<file path="config.mk">
export PLATFORM = sky130hd
export DESIGN_NAME = hazard_forward_unit
export DESIGN_NICKNAME = d
export VERILOG_FILES = /design/src/rtl/hazard_forward_unit.sv
export SDC_FILE = /design/constraint.sdc
export NUM_CORES = 1
export LEC_CHECK = 0
export ABC_AREA = 1
export BUFFER_PORTS_ARGS = -buffer_cell sky130_fd_sc_hd__buf_2
export CAP_MARGIN = 20
export CORE_ASPECT_RATIO = 1.75
export CORE_MARGIN = 5
export CORE_UTILIZATION = 55
export CTS_BUF_LIST = sky130_fd_sc_hd__clkbuf_8
export DETAILED_ROUTE_END_ITERATION = 8
export PLACE_DENSITY_LB_ADDON = 0.12
export SETUP_SLACK_MARGIN = 0.15
export SYNTH_ARGS = -nofsm -noshare
export SYNTH_HDL_FRONTEND = slang
export SYNTH_SLANG_ARGS = --single-unit
</file>
<file path="constraint.sdc">
create_clock -name clk_i -period 3.8 [get_ports clk_i]
set_clock_uncertainty 0.2 [all_clocks]
set_input_delay 0.38 -clock clk_i [delete_from_list [all_inputs] [get_ports clk_i]]
set_output_delay 0.38 -clock clk_i [all_outputs]
set_load 0.05 [all_outputs]
</file>
<file path="src/rtl/hazard_forward_unit.sv">
// hazard_forward_unit: EX operand forwarding select, load-use hazard stall FSM and stall-cycle counter
module hazard_forward_unit #(
  parameter int AW       = 5,
  parameter int NSRC     = 2,
  parameter int LOAD_LAT = 1,
  parameter int CNT_W    = 16
) (
  input  logic                 clk_i,
  input  logic                 rst_ni,
  input  logic [NSRC*AW-1:0]   id_src_i,
  input  logic [NSRC-1:0]      id_src_used_i,
  input  logic [NSRC*AW-1:0]   ex_src_i,
  input  logic [AW-1:0]        ex_rd_i,
  input  logic                 ex_memread_i,
  input  logic [AW-1:0]        mem_rd_i,
  input  logic                 mem_regwrite_i,
  input  logic [AW-1:0]        wb_rd_i,
  input  logic                 wb_regwrite_i,
  input  logic                 pipe_hold_i,
  output logic [2*NSRC-1:0]    fwd_sel_o,
  output logic                 stall_if_o,
  output logic                 flush_ex_o,
  output logic                 busy_o,
  output logic [CNT_W-1:0]     stall_cnt_o
);
  typedef enum logic {IDLE, STALL} state_e;
  state_e           state_q, state_d;
  logic [2:0]       cnt_q, cnt_d;
  logic [CNT_W-1:0] stall_cnt_q, stall_cnt_d;
  logic             haz, stall;
  // per-operand source select; EX/MEM beats MEM/WB and r0 is never forwarded
  always_comb begin
    fwd_sel_o = '0;
    for (int i = 0; i < NSRC; i++)
      fwd_sel_o[2*i +: 2] = (mem_regwrite_i && mem_rd_i != '0 && mem_rd_i == ex_src_i[i*AW +: AW]) ? 2'b10 :
                            (wb_regwrite_i && wb_rd_i != '0 && wb_rd_i == ex_src_i[i*AW +: AW]) ? 2'b01 : 2'b00;
  end
  // load in EX whose destination is read by the ID-stage instruction
  always_comb begin
    haz = 1'b0;
    for (int i = 0; i < NSRC; i++)
      haz = haz | (id_src_used_i[i] && id_src_i[i*AW +: AW] == ex_rd_i);
    haz = haz & ex_memread_i & (ex_rd_i != '0);
  end
  // stall FSM next state; an external hold freezes it and suppresses bubbles
  always_comb begin
    state_d = state_q;
    cnt_d   = cnt_q;
    stall   = 1'b0;
    if (!pipe_hold_i) begin
      if (state_q == IDLE) begin
        stall   = haz;
        state_d = (haz && LOAD_LAT > 1) ? STALL : IDLE;
        cnt_d   = (haz && LOAD_LAT > 1) ? 3'(LOAD_LAT - 1) : cnt_q;
      end else begin
        stall   = 1'b1;
        cnt_d   = cnt_q - 3'd1;
        state_d = (cnt_q == 3'd1) ? IDLE : STALL;
      end
    end
  end
  // saturating count of stalled cycles
  always_comb stall_cnt_d = (stall && stall_cnt_q != '1) ? stall_cnt_q + CNT_W'(1) : stall_cnt_q;
  // state, bubble counter and perf counter registers
  always_ff @(posedge clk_i or negedge rst_ni) begin
    if (!rst_ni) begin
      state_q     <= IDLE;
      cnt_q       <= '0;
      stall_cnt_q <= '0;
    end else begin
      state_q     <= state_d;
      cnt_q       <= cnt_d;
      stall_cnt_q <= stall_cnt_d;
    end
  end
  assign stall_if_o  = stall & rst_ni;
  assign flush_ex_o  = stall & rst_ni;
  assign busy_o      = state_q != IDLE;
  assign stall_cnt_o = stall_cnt_q;
endmodule

</file>
Word-level counts from Yosys, hierarchy flattened
Index checks and enable logic that the tools add are counted.
{"block": "op_classes", "eq_ne": 8, "reduce_logical": 13, "mux": 8, "add_sub_neg": 2, "bitwise_logic": 5}
{"operator": "$eq 5x5->1", "n": 6}
{"operator": "$add 16x1->16 const B", "n": 1}
{"operator": "$ne 16x16->1 const B", "n": 1}
{"operator": "$reduce_bool 5->1", "n": 3}
{"operator": "$logic_and 1x1->1", "n": 9}
{"operator": "$mux 1", "n": 6}
{"operator": "$mux 2", "n": 2}
{"operator": "$and 1x1->1", "n": 3}
{"operator": "$eq 3x1->1 const B", "n": 1}
{"operator": "$sub 3x1->3 const B", "n": 1}
{"operator": "$reduce_and 2->1", "n": 1}
{"operator": "$not 1->1", "n": 1}
{"operator": "$or 1x1->1", "n": 1}
{"block": "word_totals", "elab_cells": 39, "in_bits": 43, "output_inout_bits": 23, "reg_bits": 20}

Depth between registers and ports, before layout
{"block": "depth", "ltp_word": 8, "depth_mapped": 12, "ltp_nobuf": 11}

Worst setup path after synthesis
OpenSTA, ideal clock, no wires.
{"block": "synth_timing", "path_kind": "in2out", "startpoint": "input port mem_rd_i[3]", "endpoint": "output port fwd_sel_o[0]", "n_path_buf": 0, "arrival_time_ps": 2814, "path_stages": 3, "required_time_ps": 3220, "setup_slack_ps": 406, "path_cell_list": "xor2_1 nor4_1 nor2_1"}
{"block": "synth_via", "elab_chain_len": 4, "elab_cells_between_ends": 5, "cone_classes": "eq/ne: 1; mux: 1; reduce/logical: 3"}
{"element": "from (decl)", "line_no": "15", "rtl": "input logic [AW-1:0] mem_rd_i,"}
{"element": "$reduce_bool 5->1", "line_no": "35", "rtl": "fwd_sel_o[2*i +: 2] = (mem_regwrite_i && mem_rd_i != '0 && mem_rd_i == ex_src_i[i*AW +: AW]) ? 2'b10 :"}
{"element": "$logic_and 1x1->1", "line_no": "35"}
{"element": "$logic_and 1x1->1 *", "line_no": "35"}
{"element": "$mux 2 *", "line_no": "35"}
{"element": "to (decl)", "line_no": "20", "rtl": "output logic [2*NSRC-1:0] fwd_sel_o,"}
Mark *: on every way between the ends. The rest lies on a longest branch, timed or not.

Worst setup path in the final report
{"block": "layout_timing", "startpoint": "input port rst_ni", "endpoint": "output port flush_ex_o"}
{"block": "layout_via", "elab_chain_len": 1}
{"element": "from (decl)", "line_no": "9", "rtl": "input logic rst_ni,"}
{"element": "$and 1x1->1", "line_no": "77", "rtl": "assign flush_ex_o = stall & rst_ni;"}
{"element": "to (decl)", "line_no": "22", "rtl": "output logic flush_ex_o,"}
Every way passes these cells.

==> flow_metrics.env <==
export IMPL_period_share_pct=64.9
export IMPL_synth_top_cell_by_area="dfrtp_1"
export IMPL_synth_top_flop_cell="dfrtp_1"
export IMPL_r2r_start="stall_cnt_o[0]"
export IMPL_finalSetupViolCount=0
export IMPL_maxCapViolations=0
export IMPL_endpoint="flush_ex_o"
export IMPL_ys_types=25
export IMPL_initial_core_util_pct=57.3
export IMPL_fin_nets=357
export IMPL_max_freq_ghz=0.405
export IMPL_cts_buffers=3
export IMPL_h_tree_depth=1
export IMPL_pwr_density_cell_nw_per_um2=381
export IMPL_ctsResizeCount=0
export IMPL_ys_seq_elements=20
export IMPL_grt_pass1_vias=1766
export IMPL_syn_inst=244
export IMPL_postRouteAntennaNets=0
export IMPL_dp_hpwl_mm=3.39
export IMPL_hold_path_class="primary input to register"
export IMPL_grt_pass1_wl_mm=7.33
export IMPL_rsz0062_at_grt="no"
export IMPL_clkTransAtPathRegs_ns=0.07
export IMPL_core_um2=2960
export IMPL_finalPower_w=0.000803
export IMPL_numPortBuffers=65
export IMPL_worstPathCellList="dlygate4sd3_1 > buf_2 > a21boi_0 > buf_2"
export IMPL_r2r_cells=7
export IMPL_cp_depth=4
export IMPL_r2r_end="stall_cnt_o[13]"
export IMPL_seq_area_frac_synth_pct=29.5
export IMPL_critPathArrivalTime_ns=1.89
export IMPL_crit_type="primary input to primary output"
export IMPL_vias=1761
export IMPL_drc=0
export IMPL_dp_cells=347
export IMPL_die_area_um2=4340
export IMPL_fp_dieW_um=52.0
export IMPL_r2r_slack_ns=1.87
export IMPL_synth_top_area_share_pct=29.5
export IMPL_synth_edf_count=0
export IMPL_wl_per_cell_um=12.1
export IMPL_io_pins=66
export IMPL_stdcell_count=352
export IMPL_overflow=0
export IMPL_rows=26
export IMPL_start_kind="primary input"
export IMPL_fp_dieH_um=83.4
export IMPL_layout_drive_gt1_share_pct=25.5
export IMPL_crit_start="rst_ni"
export IMPL_syn_num_nets=290
export IMPL_crit_top_cell="buf_2"
export IMPL_syn_to_final_growth_pct=24.3
export IMPL_setup_ws_ns=1.33
export IMPL_clockRootBuffer="clkbuf_8"
export IMPL_viasPerCell=5.00
export IMPL_max_slew_margin_pct=68.8
export IMPL_syn_cell_area_um2=1700
export IMPL_end_kind="primary output"
export IMPL_tritoncts="built"
export IMPL_grt_start_max_net_pins=22
export IMPL_run_status="completed"
export IMPL_p_leak_nw=1.19
export IMPL_drtPass1Iterations=4
export IMPL_grt_util_all_layers_pct=21.0
export IMPL_first_iter_violations=41
export IMPL_synth_area_top_cells="dfrtp_1, nand2_1, xor2_1, xnor2_1, nand3_1"
export IMPL_finalMaxSlewViolations=0
export IMPL_fill_cells=265
export IMPL_clockBufferDepth=2
export IMPL_required_ns=3.22
export IMPL_post_place_ws_ns=1.72
export IMPL_synthTopCellsByCount="nand2_1, nand3_1, nor2_1"
export IMPL_synth_most_common_cell="nand2_1"
export IMPL_antenna_found_initial=0
export IMPL_yosys_warnings=0
export IMPL_slowest_delay_ns=0.53
export IMPL_crit_fanout=21
export IMPL_peakVddDrop_mv=0.330
export IMPL_cts_sinks=20
export IMPL_n_antenna_cell=0
export IMPL_post_cts_buffers=0
export IMPL_period_needed_ns=2.47
export IMPL_fin_tns_setup_ns=0
export IMPL_synthArstFlopShare_pct=100
export IMPL_max_slew_worst_pin_slew_ns=0.467
export IMPL_worstSkewPairLatency_ns=0.26
export IMPL_cp_slowest_cell="dlygate4sd3_1"
export IMPL_place_gp_congestion=0.868
export IMPL_wl_mm=4.24
export IMPL_syn_avg_cell_area_um2=6.95
export IMPL_crit_buf_inv=3
export IMPL_cp_top_family="buffers and inverters"
export IMPL_timing_final_hold_violations=0
export IMPL_hold_buffers=1
tightest hold or removal path, stage by stage:
cell	delay, ns
buf_2	0.11
inv_1	0.06
a31oi_1	0.08
logic make-up after synthesis:
logic type      Yosys count  share of synthesized area (%)
flops                    20                           29.5
simple gates            150                           40.7
compound gates            5                           1.70
buf+inv                  31                           7.82
xor+xnor                 35                           18.1
fa+ha+maj                 3                           2.21
registers in the layout, indices dropped and copies added, names as in the netlist:
register and flops:
busy_o 1, cnt_q 3, stall_cnt_o 16
per-layer routing:
layer  vias to the layer above  part of all wire, %  routed length, µm  GRT usage, %
li1                        896                    -                  -             -
met3                         7                  6.8                288          1.79
met1                       798                   37               1560          22.3
met4                         0                  1.5                 62          7.16
met5                         -                    0                  0             0
met2                        60                   55               2330          40.2
layout by cell type (no fill, tap or decap), drive strengths merged, types with 5 or more instances in the layout:
master	instances
nor2	27
nand3	28
xnor2	15
nand4	6
xor2	20
buf	65
inv	27
nor3	5
nand2	81
dfrtp	20
stage by stage:
stage / hold WS (ns) / area (µm²) / util, %
6_report: 0.204 / 2110 / 71.2
2_1_floorplan: -0.116 / 1700 / -
3_3_place_gp: 0.159 / 2040 / 69.0
5_1_grt: 0.215 / 2110 / 71.2
4_1_cts: 0.208 / 2110 / 71.2
3_5_place_dp: 0.155 / 2040 / 69.0
where the power goes:
part | switching, W | total (W) | internal [W]
sequential | 0.0000465 | 0.000302 | 0.000255
clock | 0.0000718 | 0.000164 | 0.0000923
combinational | 0.000232 | 0.000337 | 0.000105
layout make-up:
| type | instances | area (µm²) | share of cell area (%) |
|---|---|---|---|
| multi-input cells | 193 | 1060 | 50.4 |
| well taps | 42 | 52.6 | 2.49 |
| clock buffers | 4 | 55.1 | 2.61 |
| flip-flops and latches | 20 | 500 | 23.8 |
| repair buffers | 66 | 335 | 15.9 |
| inverters | 27 | 101 | 4.81 |
how the worst min path moves through the flow:
stage	startpoint	cells past startpoint	endpoint
after global routing	pipe_hold_i	3	busy_o
after floorplan	rst_ni	0	busy_o
after detailed placement	rst_ni	1	stall_cnt_o[0]
after CTS	pipe_hold_i	3	busy_o
after global placement	rst_ni	1	stall_cnt_o[8]
final	pipe_hold_i	3	busy_o
Power figures use the tool's default switching activity.
